$ cat config.mk
export PLATFORM = sky130hd
export DESIGN_NAME = cache_2way_wb
export DESIGN_NICKNAME = d
export VERILOG_FILES = /design/src/rtl/cache_2way_wb.sv
export SDC_FILE = /design/constraint.sdc
export NUM_CORES = 1
export LEC_CHECK = 0
export CAP_MARGIN = 20
export CORE_MARGIN = 10
export CORE_UTILIZATION = 40
export CTS_BUF_LIST = sky130_fd_sc_hd__clkbuf_4 sky130_fd_sc_hd__clkbuf_8 sky130_fd_sc_hd__clkbuf_16
export DETAILED_ROUTE_END_ITERATION = 16
export PLACE_DENSITY_LB_ADDON = 0.15
export SKIP_LAST_GASP = 1
export SLEW_MARGIN = 20
export SYNTH_ARGS = -nofsm -noshare
export SYNTH_HDL_FRONTEND = slang
export SYNTH_SLANG_ARGS = --single-unit
export TNS_END_PERCENT = 50
$ cat constraint.sdc
create_clock -name clk -period 3.1 [get_ports clk]
set_clock_uncertainty 0.05 [all_clocks]
set_input_delay 0.31 -clock clk [delete_from_list [all_inputs] [get_ports clk]]
set_output_delay 0.31 -clock clk [all_outputs]
set_load 0.005 [all_outputs]
$ cat src/rtl/cache_2way_wb.sv
// Two-way set-associative, write-back, write-allocate cache with one word
// per line and a variable-latency memory handshake. A request is accepted
// in IDLE, looked up in TAG, optionally writes back a dirty victim (WB),
// refills the line on a miss (FILL) and answers for one cycle in RESP.
module cache_2way_wb #(
  parameter int ADDR_W = 8,
  parameter int DATA_W = 8,
  parameter int SETS   = 4
) (
  input  logic              clk,
  input  logic              rst,
  input  logic              req_valid,
  input  logic              req_rw,
  input  logic [ADDR_W-1:0] req_addr,
  input  logic [DATA_W-1:0] req_wdata,
  output logic              resp_valid,
  output logic [DATA_W-1:0] resp_rdata,
  output logic              hit,
  output logic              ready,
  output logic [31:0]       hit_count,
  output logic [31:0]       miss_count,
  output logic [31:0]       wb_count,
  output logic              mem_req,
  output logic              mem_we,
  output logic [ADDR_W-1:0] mem_addr,
  output logic [DATA_W-1:0] mem_wdata,
  input  logic              mem_ack,
  input  logic [DATA_W-1:0] mem_rdata
);

  localparam int IDX_W = $clog2(SETS);
  localparam int TAG_W = ADDR_W - IDX_W;

  typedef enum logic [2:0] {
    S_IDLE,
    S_TAG,
    S_WB,
    S_FILL,
    S_RESP
  } state_t;

  state_t state_q, state_d;

  // Registered copy of the request being serviced
  logic              rw_q, rw_d;
  logic [ADDR_W-1:0] addr_q, addr_d;
  logic [DATA_W-1:0] wdata_q, wdata_d;
  // Way being accessed (hit way or chosen victim) and whether TAG hit
  logic              way_q, way_d;
  logic              hit_q, hit_d;

  // Line state; valid/dirty/lru are reset, tag/data are not
  logic [1:0][SETS-1:0]             valid_q, valid_d;
  logic [1:0][SETS-1:0]             dirty_q, dirty_d;
  logic [SETS-1:0]                  lru_q, lru_d;
  logic [1:0][SETS-1:0][TAG_W-1:0]  tag_q, tag_d;
  logic [1:0][SETS-1:0][DATA_W-1:0] data_q, data_d;

  logic [31:0] hit_count_q, hit_count_d;
  logic [31:0] miss_count_q, miss_count_d;
  logic [31:0] wb_count_q, wb_count_d;

  logic [IDX_W-1:0] idx;
  logic [TAG_W-1:0] req_tag;
  logic             hit0, hit1;
  logic             victim;
  logic             victim_dirty;

  assign idx     = addr_q[IDX_W-1:0];
  assign req_tag = addr_q[ADDR_W-1:IDX_W];

  assign hit_count  = hit_count_q;
  assign miss_count = miss_count_q;
  assign wb_count   = wb_count_q;

  // Tag compare and victim choice for the registered request
  always_comb begin
    hit0 = valid_q[0][idx] && (tag_q[0][idx] == req_tag);
    hit1 = valid_q[1][idx] && (tag_q[1][idx] == req_tag);
    if (!valid_q[0][idx]) begin
      victim = 1'b0;
    end else if (!valid_q[1][idx]) begin
      victim = 1'b1;
    end else begin
      victim = lru_q[idx];
    end
    victim_dirty = valid_q[victim][idx] && dirty_q[victim][idx];
  end

  // Next-state, array updates and outputs of the controller
  always_comb begin
    state_d      = state_q;
    rw_d         = rw_q;
    addr_d       = addr_q;
    wdata_d      = wdata_q;
    way_d        = way_q;
    hit_d        = hit_q;
    valid_d      = valid_q;
    dirty_d      = dirty_q;
    lru_d        = lru_q;
    tag_d        = tag_q;
    data_d       = data_q;
    hit_count_d  = hit_count_q;
    miss_count_d = miss_count_q;
    wb_count_d   = wb_count_q;
    ready        = 1'b0;
    resp_valid   = 1'b0;
    resp_rdata   = '0;
    hit          = 1'b0;
    mem_req      = 1'b0;
    mem_we       = 1'b0;
    mem_addr     = '0;
    mem_wdata    = '0;

    case (state_q)
      S_IDLE: begin
        ready = 1'b1;
        if (req_valid) begin
          rw_d    = req_rw;
          addr_d  = req_addr;
          wdata_d = req_wdata;
          state_d = S_TAG;
        end
      end
      S_TAG: begin
        if (hit0 || hit1) begin
          hit_d       = 1'b1;
          way_d       = hit1 && !hit0;
          hit_count_d = hit_count_q + 32'd1;
          state_d     = S_RESP;
        end else begin
          hit_d        = 1'b0;
          way_d        = victim;
          miss_count_d = miss_count_q + 32'd1;
          state_d      = victim_dirty ? S_WB : S_FILL;
        end
      end
      S_WB: begin
        mem_req   = 1'b1;
        mem_we    = 1'b1;
        mem_addr  = {tag_q[way_q][idx], idx};
        mem_wdata = data_q[way_q][idx];
        if (mem_ack) begin
          wb_count_d = wb_count_q + 32'd1;
          state_d    = S_FILL;
        end
      end
      S_FILL: begin
        mem_req  = 1'b1;
        mem_addr = addr_q;
        if (mem_ack) begin
          valid_d[way_q][idx] = 1'b1;
          dirty_d[way_q][idx] = 1'b0;
          tag_d[way_q][idx]   = req_tag;
          data_d[way_q][idx]  = mem_rdata;
          state_d             = S_RESP;
        end
      end
      S_RESP: begin
        resp_valid = 1'b1;
        hit        = hit_q;
        if (rw_q) begin
          data_d[way_q][idx]  = wdata_q;
          dirty_d[way_q][idx] = 1'b1;
          resp_rdata          = wdata_q;
        end else begin
          resp_rdata = data_q[way_q][idx];
        end
        lru_d[idx] = ~way_q;
        state_d    = S_IDLE;
      end
      default: state_d = S_IDLE;
    endcase
  end

  // Control state, line status bits and counters, cleared by reset
  always_ff @(posedge clk or negedge rst) begin
    if (!rst) begin
      state_q      <= S_IDLE;
      rw_q         <= 1'b0;
      addr_q       <= '0;
      wdata_q      <= '0;
      way_q        <= 1'b0;
      hit_q        <= 1'b0;
      valid_q      <= '0;
      dirty_q      <= '0;
      lru_q        <= '0;
      hit_count_q  <= '0;
      miss_count_q <= '0;
      wb_count_q   <= '0;
    end else begin
      state_q      <= state_d;
      rw_q         <= rw_d;
      addr_q       <= addr_d;
      wdata_q      <= wdata_d;
      way_q        <= way_d;
      hit_q        <= hit_d;
      valid_q      <= valid_d;
      dirty_q      <= dirty_d;
      lru_q        <= lru_d;
      hit_count_q  <= hit_count_d;
      miss_count_q <= miss_count_d;
      wb_count_q   <= wb_count_d;
    end
  end

  // Tag and data storage; contents are meaningless until valid is set
  always_ff @(posedge clk) begin
    tag_q  <= tag_d;
    data_q <= data_d;
  end

endmodule

==> run metrics, run 1 <==
DR DRC count=0; arrival time worst endpoint=2.72 ns; synthesized area per cell=12.2 um2; DRT iter0 DRCs=545; Hold Vio Cnt, Final=0; Root Buffer Master=clkbuf_16; Vias/cell=5.20; CP Data Required Time=2.74 ns; full die area=35600 um2; routed len/inst=19.7 um; I/O Pins=154; largest net degree at the start of global routing=62; Lkg Pwr=6.05 nW; WHS=0.264 ns; most common cell in the synthesized netlist=nor2_1; Placed Cells=1472; hpwl dp=21000 um; met3 wire len=1840 um; GRT Overall Usage=0.164; Congestion Overflow GR=0; nets@finish=1167; share of layout cells above drive strength 1=0.170; max-slew violations=0; register area share after synthesis=0.600; TritonCTS Buffers=26; post-synthesis simple-gate area fraction=0.167; total wire length=30100 um; max layer used=met4; Worst-path clk slew=0.06 ns; met1 WL=13700 um; maximum clock rate=325 MHz; CTS tree=yes; Slew @ Worst Pin=0.950 ns; top post-synthesis cells by count=154 x nor2_1, 138 x dfrtp_1, 112 x edfxtp_1; clock buffer depth=3; met2 routed WL=14300 um; asr flop ratio synth=0.552; Final TNS setup=0 ns; pwr dens=810 nW/um2; final worst path period share=0.992; number of synthesized flops with an enable pin=112; vias in the first global route=8030; CP Capture Type=primary output; Slew HR=0.349; first-pass GRT wire length=47000 um; #FFs+latches synth=250; Finished Core Util=0.531; Synth area leader=dfrtp_1; Post-Layout Cell Count=1533; complex-gate fraction of the synthesized area=0.0356; final setup vio count=0; CP Max Fanout=16; RSZ-0062 raised after global routing=yes; GP Congestion=0.813; reg2reg end=miss_count[24]; top-area cell type share of the netlist area=0.304; reg2reg start=addr_q[0]; Filler cells=2471; core area=27900 um2; DIE HEIGHT=189 um; Die X=189 um; post-synthesis instance total=930; CP startpoint kind=flop; syn nets=962; main combinational cell family by area after synthesis=simple AND/OR/NAND/NOR gates; reg-to-reg slack, setup=0.20 ns; Placement Rows=61; port bufs=153; fin worst setup slack=0.0249 ns; Starting Density=0.407; synth warn=0; Setup WS pre-CTS=0.186 ns; Mapped Area=11400 um2; Synth Area in Adders=0.00330; mux cell area share after synthesis=0.0906; clock sinks=250; via count=7973; Skew-Pair Late Insertion Delay=0.53 ns; top_reg_cell synth=dfrtp_1; max_cap viols=0; kind of critical path=flop to primary output; DRT antenna net count=0; area delta synth->final=30.5%; ranking of synthesized cells by area=dfrtp_1 30%, edfxtp_1 30%, nor2_1 5.1%, xnor2_1 4.9%, xor2_1 3.2%; worst reg-to-reg path cell count=8; initial antenna violation count=0; Inserted Diodes=0; XOR/XNOR share of the synthesized area=0.0809; post-route minimum period=3.08 ns; Min-Delay Path Class=input pin to async pin; Clock H-tree levels=1; Cell variety after synth=52; status=finished, final reports clean; First-pass DRT Iterations=5; VDD IR-drop max=0.350 mV
-- registers in the layout (all words and copies together), names as in the netlist, named ones only --
signal	count
addr_q	8
rw_q	1
data_q	64
state_q	3
hit_q	1
hit_count	32
way_q	1
lru_q	4
wb_count	32
wdata_q	8
tag_q	48
valid_q	8
miss_count	32
-- worst max-delay path by stage --
| stage | start | end | slack [ns] |
|---|---|---|---|
| global placement | addr_q[0] | resp_rdata[6] | 0.20 |
| detailed placement | addr_q[0] | resp_rdata[6] | 0.19 |
| global route | addr_q[1] | resp_rdata[2] | -0.12 |
| CTS | way_q | resp_rdata[0] | -0.02 |
| finish | addr_q[1] | resp_rdata[1] | 0.02 |
| floorplan | addr_q[0] | data_q[24] | 0.26 |
-- critical path, cell delays in order, from the launching register on --
cell and delay [ns]:
dfrtp_2 0.39, buf_12 0.16, mux2_2 0.35, a221oi_2 0.25
a21oi_2 0.09, a221oi_2 0.25, nor2_1 0.07, a21oi_1 0.13
nor2_1 0.05, clkdlybuf4s50_1 0.45
-- metrics by stage --
stage / total power [mW] / instance area, um2
after floorplan: 6.78 / 11400
after global placement: 8.33 / 13600
after detailed placement: 8.37 / 13600
after CTS: 12.0 / 14700
after global routing: 12.6 / 14800
final: 12.0 / 14800
-- metal layers --
metal  GRT usage  up-vias
met5           0        -
met4      0.0360        0
met3      0.0347       23
met2       0.267      240
met1       0.222     3960
li1            -     3750
-- report_power, final --
part,leakage [nW],switching [mW],internal (mW)
clock network,0.475,1.29,2.06
logic,2.72,2.14,2.00
registers,2.85,0.492,4.03
-- what timing repair did --
action | in CTS | in global routing
setup endpoints to repair | 18 | 17
hold endpoints to repair | 57 | 0
pin swaps | 0 | 2
gates resized for setup | 13 | 20
setup buffers | 7 | 2
hold buffers | 1 | 0
cloned | 2 | 1
-- final cells by class --
class / count / area, um2 / share of cell area
Sequential cell: 250 / 6820 / 0.460
Multi-Input combinational cell: 627 / 4380 / 0.295
Timing Repair Buffer: 220 / 2180 / 0.147
Clock buffer: 36 / 805 / 0.0542
Tap cell: 378 / 473 / 0.0319
Clock inverter: 12 / 138 / 0.00928
Inverter: 10 / 37.5 / 0.00253
-- cell usage in the layout (no fill, tap or decap), drive strengths merged, types with 6 or more instances in the layout --
| master | netlist | routed |
|---|---|---|
| clkdlybuf4s50 | 0 | 146 |
| clkbuf | 31 | 37 |
| clkinv | 0 | 9 |
| xor2 | 42 | 42 |
| nor3 | 23 | 23 |
| nor4 | 10 | 10 |
| a21oi | 19 | 19 |
| a221oi | 6 | 6 |
| or2 | 10 | 10 |
| and3 | 20 | 20 |
| o21ai | 19 | 19 |
| nand3 | 30 | 30 |
| nand2b | 6 | 6 |
| nand4 | 37 | 37 |
| buf | 12 | 64 |
| mux4 | 20 | 20 |
| inv | 10 | 10 |
| nor2 | 155 | 155 |
| dfrtp | 138 | 138 |
| nand2 | 57 | 57 |
| mux2 | 26 | 26 |
| mux2i | 26 | 26 |
| edfxtp | 112 | 112 |
| and2 | 16 | 16 |
| xnor2 | 63 | 63 |
| and4 | 6 | 6 |
-- kinds of logic (layout without fill, tap and decap cells) --
family          after synthesis  count (layout)
fa+ha+maj                     3               3
buf+inv                      53             278
mux                          72              72
xor+xnor                    105             105
simple gates                383             383
compound gates               64              64
flops                       250             250
Power figures use the tool's default switching activity.
==> inputs of run 2 (changes only) <==
ABC_CLOCK_PERIOD_IN_PS = 3100   (was not set)
SETUP_SLACK_MARGIN = 0.5   (was not set)
==> run 2 against run 1 <==
  * Utilization rose by 3.4 points
  * Worst setup slack improved by 0.26 ns
  * Critical path depth rose by 2
  * Combinational power increased by 22%
  * Total power rose by 7.9%
  * Clock power barely moved
  * Maximum frequency increased by 9.4%
  * Clock-buffer cell count decreased by 9
  * Critical path type is now flop to flop
  * Highest routed layer unchanged
==> run metrics, run 2 (same netlist as run 1, synthesis figures left out) <==
status=finished, final reports clean (unchanged); DIE HEIGHT=189 um (unchanged); Starting Density=0.407 (unchanged); DRT iter0 DRCs=617 (was 545); arrival time worst endpoint=3.18 ns (was 2.72 ns); Inserted Diodes=0 (unchanged); Placement Rows=61 (unchanged); share of layout cells above drive strength 1=0.278 (was 0.170); total wire length=31700 um (was 30100 um); final setup vio count=0 (unchanged); Lkg Pwr=6.47 nW (was 6.05 nW); max-slew violations=0 (unchanged); fin worst setup slack=0.288 ns (was 0.0249 ns); via count=8225 (was 7973); largest net degree at the start of global routing=77 (was 62); area delta synth->final=38.8% (was 30.5%); top flop regs=data_q x64, tag_q x48 (unchanged); clock buffer depth=3 (unchanged); first-pass GRT wire length=49100 um (was 47000 um); core area=27900 um2 (unchanged); max incr delay on CP=0.51 ns (was 0.45 ns); port bufs=153 (unchanged); GP Congestion=0.798 (was 0.813); clock sinks=250 (unchanged); kind of critical path=flop to flop (was flop to primary output); full die area=35600 um2 (unchanged); initial antenna violation count=0 (unchanged); Cell Chain, Critical Path=buf_12 -> buf_4 -> mux4_2 -> xnor2_2 -> nand4_1 -> nor4_4 -> buf_6 -> or2_4 -> buf_8 -> or3_4 -> xnor2_1 (was buf_12 -> mux2_2 -> a221oi_2 -> a21oi_2 -> a221oi_2 -> nor2_1 -> a21oi_1 -> nor2_1 -> clkdlybuf4s50_1); most flop-heavy register=data_q (unchanged); post-route minimum period=2.81 ns (was 3.08 ns); Placed Cells=1479 (was 1472); most common cell after layout, fill and taps aside=nor2_1 (unchanged); Clock H-tree levels=1 (unchanged); maximum clock rate=356 MHz (was 325 MHz); RSZ-0062 raised after global routing=yes (unchanged); Worst-path clk slew=0.06 ns (about the same); CP Data Required Time=3.47 ns (was 2.74 ns); max_cap viols=0 (unchanged); hpwl dp=21000 um (about the same); CTS tree=yes (unchanged); Final TNS setup=0 ns (unchanged); CP startpoint kind=flop (unchanged); GRT Overall Usage=0.171 (was 0.164); Root Buffer Master=clkbuf_16 (unchanged); Hold Vio Cnt, Final=0 (unchanged); CP Max Fanout=8 (was 16); vias in the first global route=8412 (was 8030); DR DRC count=0 (unchanged); I/O Pins=154 (unchanged); VDD IR-drop max=0.438 mV (was 0.350 mV); First-pass DRT Iterations=5 (unchanged); Largest register FFs=64 (unchanged); final worst path period share=0.907 (was 0.992); Congestion Overflow GR=0 (unchanged); most frequent cells in the layout=145 x nor2_1, 134 x dfrtp_1, 130 x clkdlybuf4s50_1, 112 x edfxtp_1, 75 x buf_4 (was 152 x nor2_1, 146 x clkdlybuf4s50_1, 135 x dfrtp_1, 112 x edfxtp_1, 63 x xnor2_1); WHS=0.329 ns (was 0.264 ns); pwr dens=821 nW/um2 (was 810 nW/um2); TritonCTS Buffers=27 (was 26); Critical-path top delay cell=dfrtp_4 (was clkdlybuf4s50_1); Setup WS pre-CTS=0.117 ns (was 0.186 ns); Slew HR=0.408 (was 0.349); Vias/cell=5.19 (was 5.20); Filler cells=2345 (was 2471); Min-Delay Path Class=input pin to flop (was input pin to async pin); Die X=189 um (unchanged); nets@finish=1218 (was 1167); Skew-Pair Late Insertion Delay=0.54 ns (was 0.53 ns); DRT antenna net count=0 (unchanged); Slew @ Worst Pin=0.863 ns (was 0.950 ns); CP Capture Type=flop (was primary output); routed len/inst=20.0 um (was 19.7 um); Post-Layout Cell Count=1584 (was 1533)
==> run 2: cell types whose count changed in the layout (fill, tap and decap cells not counted), moves of 7 or more <==
cell             change
buf_4               +18
clkbuf_8             -7
clkdlybuf4s50_1     -16
nor3_4               +8
buf_12               +8
buf_2               +22
nand3_1              -8
nor2_1               -7
nor3_1              -14
buf_6               +16
==> run 2: final cells by class <==
type / count / area, um2 / share of cell area
Sequential cell: 250 / 6820 / 0.432
Multi-Input combinational cell: 628 / 4850 / 0.307
Timing Repair Buffer: 269 / 2670 / 0.169
Clock buffer: 27 / 676 / 0.0428
Tap cell: 378 / 473 / 0.0300
Clock inverter: 22 / 251 / 0.0159
Inverter: 10 / 37.5 / 0.00238
==> run 2: final timing paths <==
path	from	end	slack (ns)	depth (start not counted)
worst max-delay path	addr_q[0]	miss_count[11]	0.29	11
worst min-delay path	req_wdata[1]	wdata_q[1]	0.33	2
worst max register to register	addr_q[0]	miss_count[11]	0.29	11
worst min register to register	wb_count[31]	wb_count[31]	0.42	1
max in group asynchronous	rst	wdata_q[2]	1.91	3
min in group asynchronous	rst	hit_count[8]	0.35	2
==> run 2: worst max-delay path: cells and delay by family (launching register included) <==
family                    cells  cell delay, ns
xor gates and xnor gates      2            0.27
and+or+nand+nor               4            0.82
buffers and inverters         4            0.58
DFF                           1            0.51
muxes                         1            0.46
==> run 2: metal layers <==
metal,track usage,share of wire
met1,0.228,0.44
met3,0.0281,0.057
met4,0.0379,0.015
met5,0,0
met2,0.286,0.49
==> run 2: through the flow <==
step | area (um2) | util | power [mW]
after floorplan | 11400 | - | 6.78
after global placement | 13700 | 0.490 | 8.43
after detailed placement | 13700 | 0.490 | 8.47
after CTS | 15200 | 0.545 | 12.7
after global routing | 15800 | 0.565 | 13.6
final | 15800 | 0.565 | 13.0
==> run 2: report_power, final <==
part           leakage [nW]  internal (mW)  switching [mW]
sequential             2.85           4.04           0.506
clock                 0.449           2.01            1.34
combinational          3.18           2.57            2.49
total                  6.47           8.62            4.34
==> run 2: repair_timing <==
action | in CTS | in global routing
pin swaps | 40 | 43
cloned | 4 | 3
setup endpoints to repair | 99 | 106
buffers inserted | 33 | 15
endpoints found under the hold margin | 74 | 0
gates resized for setup | 181 | 71
hold buffers | 1 | 0
==> inputs of run 3 (changes only) <==
ABC_CLOCK_PERIOD_IN_PS = 2750   (was 3100)
CORE_UTILIZATION = 39   (was 40)
SKIP_LAST_GASP = not set   (was 1)
clock period = 2.75 ns   (was 3.1 ns; I/O delays follow)
==> run 3 against run 2 <==
  * The run now ends with setup timing left
  * Hold slack got worse by 0.022 ns
  * Sequential power increased by 11%
  * Via count increased by 2.9%
==> run metrics, run 3 (same netlist as run 1, synthesis figures left out) <==
Slew HR=0.494 (was 0.408); arrival time worst endpoint=2.48 ns (was 3.18 ns); status=finished, violations left (was finished, final reports clean); most common cell after layout, fill and taps aside=nor2_1 (unchanged); fin worst setup slack=-0.0594 ns (was 0.288 ns); Clk pwr share=0.242 (was 0.259); DRT antenna net count=0 (unchanged); maximum clock rate=356 MHz; share of layout cells above drive strength 1=0.311 (was 0.278); I/O Pins=154 (unchanged); max_cap viols=0 (unchanged); met1 WL=14300 um (was 14000 um); failing checks=setup timing; Largest register FFs=64 (unchanged); Clock H-tree levels=1 (unchanged); largest net degree at the start of global routing=76 (was 77); total wire length=32000 um (was 31700 um); post-route minimum period=2.81 ns; Comb power frac=0.417 (was 0.391); top flop regs=data_q x64, tag_q x48 (unchanged); GRT Overall Usage=0.172 (was 0.171); Slew @ Worst Pin=0.759 ns (was 0.863 ns); hpwl dp=21800 um (was 21000 um); clock sinks=250 (unchanged); CP Max Fanout=6 (was 8); final setup vio count=9 (was 0); met2 routed WL=15300 um (was 15500 um); full die area=36400 um2 (was 35600 um2); Min-Delay Path Class=input pin to async pin (was input pin to flop); Placed Cells=1521 (was 1479); CP Data Required Time=2.42 ns (was 3.47 ns); most frequent cells in the layout=136 x nor2_1, 135 x dfrtp_1, 129 x clkdlybuf4s50_1, 112 x edfxtp_1, 94 x buf_4 (was 145 x nor2_1, 134 x dfrtp_1, 130 x clkdlybuf4s50_1, 112 x edfxtp_1, 75 x buf_4); most flop-heavy register=data_q (unchanged); Vias/cell=5.20 (was 5.19); GP Congestion=0.786 (was 0.798); CP Capture Type=primary output (was flop); switching share of power=0.334 (was 0.335); Setup WS pre-CTS=-0.168 ns (was 0.117 ns); pwr dens=918 nW/um2 (was 821 nW/um2); Root Buffer Master=clkbuf_16 (unchanged); VDD IR-drop max=0.520 mV (was 0.438 mV); DR DRC count=0 (unchanged); sequential fraction of design power=0.341 (was 0.350); kind of critical path=flop to primary output (was flop to flop); Lkg Pwr=6.70 nW (was 6.47 nW); CTS tree=yes (unchanged); Starting Density=0.396 (was 0.407); RSZ-0062 raised after global routing=yes (unchanged); CP startpoint kind=flop (unchanged); Skew-Pair Late Insertion Delay=0.52 ns (was 0.54 ns); Die X=191 um (was 189 um); Inserted Diodes=0 (unchanged); port bufs=153 (unchanged); Congestion Overflow GR=0 (unchanged); nets@finish=1254 (was 1218); DRT iter0 DRCs=584 (was 617); Worst-path clk slew=0.06 ns (about the same); max-slew violations=0 (unchanged); final worst path period share=1.02; clock buffer depth=3 (unchanged); WHS=0.307 ns (was 0.329 ns); DIE HEIGHT=191 um (was 189 um); met3 wire len=1910 um (was 1800 um); first-pass GRT wire length=49700 um (was 49100 um); via count=8462 (was 8225); Net Switching=4.95 mW (was 4.34 mW); internal power=9.86 mW (was 8.62 mW); Placement Rows=62 (was 61); TritonCTS Buffers=27 (unchanged); First-pass DRT Iterations=5 (unchanged); vias in the first global route=8381 (was 8412); core area=28700 um2 (was 27900 um2); Post-Layout Cell Count=1626 (was 1584); Filler cells=2437 (was 2345); initial antenna violation count=0 (unchanged); max layer used=met4 (unchanged); routed len/inst=19.7 um (was 20.0 um); Hold Vio Cnt, Final=0 (unchanged); area delta synth->final=41.8% (was 38.8%)
## run 3: changes by cell type in the layout (fill, tap and decap cells not counted), sizes merged
cell	before	now
clkinvlp	4	2
buf	134	172
nor2	155	156
bufinv	5	1
bufbuf	2	0
dlygate4sd2	0	1
clkinv	12	7
clkdlybuf4s50	130	129
inv	11	10
clkbuf	29	41
o21ai	20	19
## run 3: layout make-up
class | count | area, um2 | share of cell area
Clock inverter | 10 | 75.1 | 0.00466
Clock buffer | 39 | 808 | 0.0501
Multi-Input combinational cell | 628 | 4950 | 0.307
Sequential cell | 250 | 6820 | 0.423
Tap cell | 384 | 480 | 0.0298
Inverter | 10 | 37.5 | 0.00233
Timing Repair Buffer | 305 | 2950 | 0.183
## run 3: per-stage QoR
step                 util  area, um2  TNS, ns  total power [mW]
floorplan               -      11400        0              7.71
CTS                 0.543      15600    -1.70              14.4
finish              0.562      16100   -0.232              14.8
detailed placement  0.488      14000    -2.24              9.88
global placement    0.488      14000   -0.475              9.81
global route        0.562      16100    -7.88              15.6
## run 3: power groups by stage
stage                     combinational (mW)  clock, mW  sequential (mW)
after global routing                    6.65       3.84             5.11
after floorplan                         2.79          0             4.92
final                                   6.17       3.58             5.05
after global placement                  4.73          0             5.08
after CTS                               5.77       3.64             5.03
after detailed placement                4.79          0             5.09
## run 3: worst max-delay path: stages (launching register included)
cell and delay [ns]:
dfrtp_2 0.44, buf_6 0.14, buf_16 0.13, mux2i_1 0.15, nor2_1 0.08, a311oi_2 0.24
a21oi_2 0.07, a221oi_2 0.23, buf_4 0.16, o21ai_2 0.04, and2_1 0.15, buf_2 0.12
## run 3: per-layer routing
layer	vias to the layer above	track usage
met1	4261	0.238
met3	38	0.0258
met5	-	0
met2	239	0.280
li1	3924	-
met4	0	0.0354
## run 3: final timing paths
path	start	to	slack [ns]	cells past startpoint
hold / removal	rst	hit_count[11]	0.31	2
min in group clk	req_wdata[3]	wdata_q[3]	0.31	2
max in group asynchronous	rst	wdata_q[6]	1.58	3
hold reg to reg	wb_count[31]	wb_count[31]	0.42	1
setup reg to reg	addr_q[0]	hit_count[18]	-0.06	11
setup / recovery	addr_q[0]	resp_rdata[2]	-0.06	11
## run 3: repair_timing
item                                    4_1_cts  5_1_grt
pin swaps                                    39       60
endpoints found under the hold margin        72        0
setup buffers                                35       14
hold buffers                                  1        0
endpoints found under the setup margin      169      123
resized for setup                           193       81
cloned                                        4        2
